### config.mk
export PLATFORM = sky130hd
export DESIGN_NAME = mem_arbiter
export DESIGN_NICKNAME = d
export VERILOG_FILES = /design/src/rtl/mem_pkg.sv /design/src/rtl/mem_arb_grant.sv /design/src/rtl/mem_arbiter.sv
export SDC_FILE = /design/constraint.sdc
export NUM_CORES = 1
export LEC_CHECK = 0
export ABC_AREA = 1
export ABC_CLOCK_PERIOD_IN_PS = 1700
export BUFFER_PORTS_ARGS = -buffer_cell sky130_fd_sc_hd__buf_4
export CAP_MARGIN = 25
export CORE_MARGIN = 1.5
export CORE_UTILIZATION = 27
export CTS_BUF_LIST = sky130_fd_sc_hd__clkbuf_16
export DETAILED_ROUTE_END_ITERATION = 8
export PLACE_DENSITY = 0.56
export RECOVER_POWER = 100
export SETUP_SLACK_MARGIN = 0.05
export SLEW_MARGIN = 10
export SYNTH_ARGS = -nofsm -noshare
export SYNTH_HDL_FRONTEND = slang
export SYNTH_SLANG_ARGS = --single-unit
### constraint.sdc
create_clock -name CLK -period 1.7 [get_ports CLK]
set_input_delay 0.17 -clock CLK [delete_from_list [all_inputs] [get_ports CLK]]
set_output_delay 0.17 -clock CLK [all_outputs]
set_load 0.01 [all_outputs]
### src/rtl/mem_pkg.sv
// Shared types and constants for the two-requester SRAM arbiter:
// FSM states, strobe levels and grant encoding.
package mem_pkg;

  typedef enum logic [1:0] {
    IDLE   = 2'd0,
    SETUP  = 2'd1,
    STROBE = 2'd2,
    DONE   = 2'd3
  } state_t;

  typedef enum logic {
    GNT_CPU = 1'b0,
    GNT_GPU = 1'b1
  } gnt_t;

  // SRAM control pins are active-low.
  localparam logic STB_ON  = 1'b0;
  localparam logic STB_OFF = 1'b1;

endpackage

### src/rtl/mem_arb_grant.sv
// Winner select for the CPU/GPU arbiter. With MEM_ARBITER_RR_EN defined, ties
// go round-robin (last winner loses); otherwise the CPU always wins ties.
module mem_arb_grant
  import mem_pkg::*;
(
`ifdef MEM_ARBITER_RR_EN
  input  logic clk,
  input  logic rst_n,
  input  logic take,
`endif
  input  logic cpu_req,
  input  logic gpu_req,
  output logic gnt
);

  gnt_t win;

`ifdef MEM_ARBITER_RR_EN
  // prio holds the requester that wins the next tie.
  gnt_t prio;

  always_ff @(posedge clk or negedge rst_n) begin
    if (!rst_n) begin
      prio <= GNT_CPU;
    end else if (take) begin
      prio <= (win == GNT_CPU) ? GNT_GPU : GNT_CPU;
    end
  end

  always_comb begin
    win = GNT_CPU;
    if (cpu_req && gpu_req) begin
      win = prio;
    end else if (gpu_req) begin
      win = GNT_GPU;
    end
  end
`else
  always_comb begin
    win = GNT_CPU;
    if (gpu_req && !cpu_req) begin
      win = GNT_GPU;
    end
  end
`endif

  assign gnt = win;

endmodule

### src/rtl/mem_arbiter.sv
// Two-requester (CPU/GPU) asynchronous SRAM arbiter with a fixed
// SETUP/STROBE/DONE access cycle. Optional macro: MEM_ARBITER_RR_EN.
module mem_arbiter
  import mem_pkg::*;
#(
  parameter int WAIT_CYCLES = 2
)
(
  input  logic        CLK,
  input  logic        RST_N,
  input  logic        cpu_req,
  input  logic        cpu_we,
  input  logic [15:0] cpu_addr,
  input  logic [15:0] cpu_wdata,
  input  logic [1:0]  cpu_be,
  output logic        cpu_ack,
  output logic [15:0] cpu_rdata,
  input  logic        gpu_req,
  input  logic        gpu_we,
  input  logic [15:0] gpu_addr,
  input  logic [15:0] gpu_wdata,
  input  logic [1:0]  gpu_be,
  output logic        gpu_ack,
  output logic [15:0] gpu_rdata,
  output logic        CE,
  output logic        OE,
  output logic        WR,
  output logic        UB,
  output logic        LB,
  output logic [15:0] ADDR,
  output logic [15:0] DOUT,
  output logic        DOE,
  input  logic [15:0] DIN
);

  localparam logic [3:0] CNT_LAST = 4'(WAIT_CYCLES - 1);

  state_t      state_q;
  state_t      state_d;
  gnt_t        gnt_q;
  logic        gnt_sel;
  logic        we_q;
  logic [15:0] addr_q;
  logic [15:0] wdata_q;
  logic [1:0]  be_q;
  logic [3:0]  cnt_q;
  logic        start;
  logic        last_strobe;

  assign start       = (state_q == IDLE) && (cpu_req || gpu_req);
  assign last_strobe = (state_q == STROBE) && (cnt_q == CNT_LAST);

  mem_arb_grant u_grant (
`ifdef MEM_ARBITER_RR_EN
    .clk     (CLK),
    .rst_n   (RST_N),
    .take    (start),
`endif
    .cpu_req (cpu_req),
    .gpu_req (gpu_req),
    .gnt     (gnt_sel)
  );

  always_ff @(posedge CLK or negedge RST_N) begin
    if (!RST_N) begin
      state_q <= IDLE;
    end else begin
      state_q <= state_d;
    end
  end

  // Request fields are captured once at grant; later changes are ignored.
  always_ff @(posedge CLK or negedge RST_N) begin
    if (!RST_N) begin
      gnt_q   <= GNT_CPU;
      we_q    <= 1'b0;
      addr_q  <= '0;
      wdata_q <= '0;
      be_q    <= '0;
      cnt_q   <= '0;
    end else begin
      if (start) begin
        gnt_q <= gnt_t'(gnt_sel);
        if (gnt_t'(gnt_sel) == GNT_GPU) begin
          we_q    <= gpu_we;
          addr_q  <= gpu_addr;
          wdata_q <= gpu_wdata;
          be_q    <= gpu_be;
        end else begin
          we_q    <= cpu_we;
          addr_q  <= cpu_addr;
          wdata_q <= cpu_wdata;
          be_q    <= cpu_be;
        end
      end
      if (state_q == SETUP) begin
        cnt_q <= '0;
      end else if (state_q == STROBE) begin
        cnt_q <= cnt_q + 4'd1;
      end
    end
  end

  always_ff @(posedge CLK or negedge RST_N) begin
    if (!RST_N) begin
      cpu_rdata <= '0;
      gpu_rdata <= '0;
    end else if (last_strobe && !we_q) begin
      if (gnt_q == GNT_GPU) begin
        gpu_rdata <= DIN;
      end else begin
        cpu_rdata <= DIN;
      end
    end
  end

  // Strobes decode straight from the state register so reset releases them
  // asynchronously.
  always_comb begin
    state_d = state_q;
    CE      = STB_OFF;
    OE      = STB_OFF;
    WR      = STB_OFF;
    UB      = STB_OFF;
    LB      = STB_OFF;
    DOE     = 1'b0;
    cpu_ack = 1'b0;
    gpu_ack = 1'b0;
    case (state_q)
      IDLE: begin
        if (cpu_req || gpu_req) begin
          state_d = SETUP;
        end
      end
      SETUP: begin
        CE      = STB_ON;
        UB      = ~be_q[1];
        LB      = ~be_q[0];
        DOE     = we_q;
        state_d = STROBE;
      end
      STROBE: begin
        CE  = STB_ON;
        UB  = ~be_q[1];
        LB  = ~be_q[0];
        DOE = we_q;
        if (we_q) begin
          WR = STB_ON;
        end else begin
          OE = STB_ON;
        end
        if (cnt_q == CNT_LAST) begin
          state_d = DONE;
        end
      end
      DONE: begin
        CE      = STB_ON;
        UB      = ~be_q[1];
        LB      = ~be_q[0];
        DOE     = we_q;
        cpu_ack = (gnt_q == GNT_CPU);
        gpu_ack = (gnt_q == GNT_GPU);
        state_d = IDLE;
      end
      default: state_d = IDLE;
    endcase
  end

  assign ADDR = addr_q;
  assign DOUT = wdata_q;

endmodule
# Word-level counts from Yosys, hierarchy flattened
# Cells that the tools add are included.
[totals] register_bits=74 inputBits=90 output_inout_bits=72 word_cells=52
[classes] n_addsub=1 n_eq_ne=6 muxes=20 bitwise_logic=3 reduce_logical=13
[ops] op="$mux W16" n=2
[ops] op="$mux W1" n=12
[ops] op="$mux W4" n=2
[ops] op="$pmux W2 S4" n=1
[ops] op="$mux W2" n=3
[ops] op="$reduce_and A2 Y1" n=3
[ops] op="$add A4 B1 Y4 const B" n=1
[ops] op="$eq A2 B2 Y1 const B" n=2
[ops] op="$eq A4 B1 Y1 const B" n=1
[ops] op="$logic_and A1 B1 Y1" n=4
[ops] op="$ne A2 B1 Y1 const B" n=2
[ops] op="$not A1 Y1" n=3
[ops] op="$reduce_or A3 Y1" n=1
[ops] op="$eq A2 B1 Y1 const B" n=1
[ops] op="$logic_not A1 Y1" n=2
[ops] op="$logic_not A2 Y1" n=1
[ops] op="$reduce_bool A2 Y1" n=1
[ops] op="$logic_or A1 B1 Y1" n=1

# Depth between registers and ports, before layout
[logic_depth] word_depth=4 ltp_mapped=8 depth_no_buf=7

# Cells and area by module
# Synthesis repeated with hierarchy kept, for this count alone.
[hier_totals] cells_unflattened=470 area_unflattened_um2=3637.2
[modules_own_cells] module="mem_arbiter" instances=1 cells_each=468 area_each_um2=3627.2 seq_area_each_um2=1851.8
[modules_own_cells] module="mem_arb_grant" instances=1 cells_each=2 area_each_um2=10.0 seq_area_each_um2=0.0

# Worst setup path after synthesis
# No wires, ideal clock.
[synth_path] kind="register to register" from="reg state_q[0]" to="reg addr_q[0], in the netlist ADDR[0]" setup_ns=0.065 arrival_ns=1.303 setup_slack_ns=0.332 stages_incl_launch_ff=8 period_less_slack_ns=1.368 path_cell_list="dfrtp_1 -> inv_1 -> ha_1 -> o21ai_4 -> inv_2 -> buf_2 -> nand2_1 -> nand2_1"
[synth_between] elab_chain_len=2
[synth_rtl] element="start, declared" line="mem_arbiter.sv:38" rtl="state_t state_q;"
[synth_rtl] element="start signal, assigned" line="mem_arbiter.sv:68" rtl="state_q <= state_d;"
[synth_rtl] element="$logic_not A2 Y1" line="mem_arbiter.sv:50" rtl="assign start = (state_q == IDLE) && (cpu_req || gpu_req);"
[synth_rtl] element="$logic_and A1 B1 Y1" line="mem_arbiter.sv:50"
[synth_rtl] element="end signal, assigned" line="mem_arbiter.sv:86" rtl="addr_q <= gpu_addr;"
[synth_rtl] element="end signal, assigned" line="mem_arbiter.sv:91" rtl="addr_q <= cpu_addr;"
[synth_rtl] element="end, declared" line="mem_arbiter.sv:43" rtl="logic [15:0] addr_q;"
# Every way passes these cells.
# A chain may end at the register's enable or synchronous reset.

# Worst setup path in the final report
[layout_path] from="reg state_q[0]" to="out OE"
[layout_between] elab_chain_len=2
[layout_rtl] element="$eq A2 B2 Y1" line="mem_arbiter.sv:129" rtl="case (state_q)"
[layout_rtl] element="$mux W1" line="mem_arbiter.sv:129"
[layout_rtl] element="end, declared" line="mem_arbiter.sv:26" rtl="output logic OE,"
# Every way passes these cells.

==> impl_results.md <==
- GP Congestion: 0.755
- Relative slew slack: 42.6%
- Yosys warns: 0
- IO Port Bufs: 161
- Measured slew at the worst slew-check pin: 861 ps
- Routed WL: 11.1 mm
- DR vias: 3790
- Root buf cell: clkbuf_16
- Clock network fraction of total power: 18.8%
- First-pass iteration count of the detailed router: 4
- Min-Delay Path Class: in2reg
- TritonCTS clock tree: yes
- Mapped Cells: 471
- Nets@finish: 731
- Grt total ovfl: 0
- Post-synthesis sequential area ratio: 49.7%
- Worst Path Arrival: 1450 ps
- Vias in the first global route: 3542
- Chip Width: 120 um
- Final Cell Area: 5220 sq um
- Area growth syn-to-layout: 40.1%
- Layout cells sized above 1: 22.8%
- Leak: 2.75 nW
- Post-route setup TNS: 0 ps
- Setup WS post-layout: 80.3 ps
- Status: finished, final reports clean
- Sequence of cells on the critical path: inv_1 > ha_4 > inv_4 > nor2_8 > buf_12 > inv_2 > buf_4
- Unique masters post-synth: 22
- Critical path's largest stage delay: 380 ps
- Routed WL per cell: 13.6 um
- Worst skew pair latency: 330 ps
- Initial Utilization: 27.9%
- Remaining DRCs: 0
- Psw: 3.90 mW
- Fill cell count: 1436
- DRT antenna net count: 0
- Ant. Diodes: 0
- Slowest library cell on the worst path: dfrtp_1
- Clk_skew: 5.22 ps
- IO Pins: 162
- Vias per inst: 4.64
- DP Area: 5070 sq um
- Worst slack, placed: 186 ps
- PwrDens: 1750 nW/um^2
- Min cycle time layout: 1620 ps
- Clock transition at path regs: 60 ps
- CTS buffer count: 9
- CP Class: reg2out
- Switching part of the total: 42.7%
- Critical Path Source Type: flip-flop
- Multi-input logic area: 1650 sq um
- Final setup fails: 0
- Reg power frac: 35.3%
- Netlist Area Pre-Place: 3720 sq um
- Clk sinks: 74
- Sequential cell area: 1850 sq um
- Die footprint: 14500 sq um
- #FFs+latches synth: 74
- DP Wirelength: 8.00 mm
- Achievable frequency: 617 MHz
- Pin count of the biggest net entering global routing: 41
- Critical Path End Type: primary output
- Syn_area_per_cell: 7.91 sq um
- Final hold viol count: 0
- Comb pwr share: 45.8%
- Max-cap violations: 0
- DIE HEIGHT: 120 um
- Global Route Usage Sum: 15.4%
- Cell Rows: 42
- Initial antenna violation count: 0
- VDD IR max: 0.492 mV
- Max Root-Sink Buffers: 2
- Int Pwr: 5.24 mW
- WHS: 100 ps
- Starting DRT DRC Count: 203
- Final cycle utilization of the critical path: 95.3%
- Slew Limit Fails: 0
- Unrepaired setup endpoints after global routing: yes
- CP Data Required Time: 1530 ps
- Htree depth: 3
- Synth Net Count: 567
- CP max FO: 3
- First-pass GRT wire length: 17.6 mm
- Core box area: 13300 sq um
## power groups by stage
stage               combinational, mW  clock [mW]  sequential [mW]
floorplan                        2.10           0             3.51
global placement                 4.44           0             3.25
detailed placement               4.52           0             3.26
CTS                              4.69        1.79             3.25
global route                     4.70        1.87             3.35
finish                           4.19        1.72             3.23
## layout make-up
cell class	instances	area share, %
Tap cell	176	4.22
Sequential cell	74	35.5
Inverter	15	1.13
Multi-Input combinational cell	356	31.7
Timing Repair Buffer	179	22.3
Clock buffer	9	4.32
Clock inverter	7	0.887
## worst paths after layout
| path | from | end | slack, ps | cells past startpoint |
|---|---|---|---|---|
| max | state_q[0] | OE | 80 | 7 |
| min | DIN[3] | gpu_rdata[3] | 100 | 3 |
| max reg2reg | state_q[0] | cpu_rdata[14] | 120 | 8 |
| min reg2reg | gpu_rdata[14] | gpu_rdata[14] | 470 | 2 |
| max in group asynchronous | RST_N | cpu_rdata[9] | 340 | 3 |
| min in group asynchronous | RST_N | ADDR[9] | 520 | 2 |
## stage by stage
| stage | std cells | util (%) | total power, mW |
|---|---|---|---|
| detailed placement | 792 | 38.0 | 7.78 |
| global route | 816 | 39.1 | 9.92 |
| floorplan | 471 | - | 5.61 |
| CTS | 813 | 40.6 | 9.73 |
| global placement | 792 | 38.0 | 7.68 |
| finish | 816 | 39.1 | 9.15 |
## synthesized netlist by cell type, drive strengths merged
master,count,area (sq um)
a21oi,3,15.0
inv,15,56.3
ha,6,75.1
o22ai,1,6.26
nand2,259,982
clkbuf,2,11.3
dfrtp,74,1850
nand4,34,243
buf,26,198
nand3,39,195
o21ai,3,26.3
nor2,9,65.1
## timing repair
item / CTS / global route
endpoints found under the setup margin: 3 / 26
pin swaps: 1 / 1
resized for setup: 2 / 6
setup buffers: 3 / 1
cloned: 1 / 2
hold buffers: 1 / 0
endpoints found under the hold margin: 34 / 0
## cells by family (layout without fill, tap and decap cells)
family | count (synthesis) | count (layout) | synth area share, %
AND/OR/NAND/NOR | 341 | 343 | 39.9
flip-flops | 74 | 74 | 49.7
buffers and inverters | 43 | 210 | 7.12
AO/OA/AOI/OAI | 7 | 7 | 1.28
adder cells (fa/ha/maj) | 6 | 6 | 2.02
## sequential cells by signal (all words and copies together), names as in the netlist
| name | flops |
|---|---|
| gnt_q | 1 |
| cpu_rdata | 16 |
| gpu_rdata | 16 |
| be_q | 2 |
| DOUT | 16 |
| ADDR | 16 |
| we_q | 1 |
| state_q | 2 |
| cnt_q | 4 |
## routing by layer
layer	wire [um]	vias to the layer above	share of wire (%)	GRT usage [%]
met5	0	-	0	0
met4	255	0	2.3	6.91
met3	861	16	7.8	4.20
met2	5090	160	46	24.1
met1	4880	1771	44	19.9
li1	-	1843	-	-
## cells in the final DEF, fill, tap and decap left out, types with 2 or more instances in the layout
master,n
a21oi_1,3
buf_12,3
buf_4,106
clkbuf_1,65
clkbuf_16,9
clkbuf_2,2
clkinv_2,2
clkinvlp_4,2
dfrtp_1,74
ha_1,3
ha_4,2
inv_1,10
inv_2,4
nand2_1,257
nand3_1,39
nand4_1,32
nand4_2,2
nand4_4,2
nor2_1,6
nor2_4,2
## critical path, delay by kind of cell (launching register included)
family / cells / cell delay, ps
fa+ha+maj: 1 / 180
buf+inv: 5 / 470
simple gates: 1 / 90
flops: 1 / 380
Power figures use the tool's default switching activity.
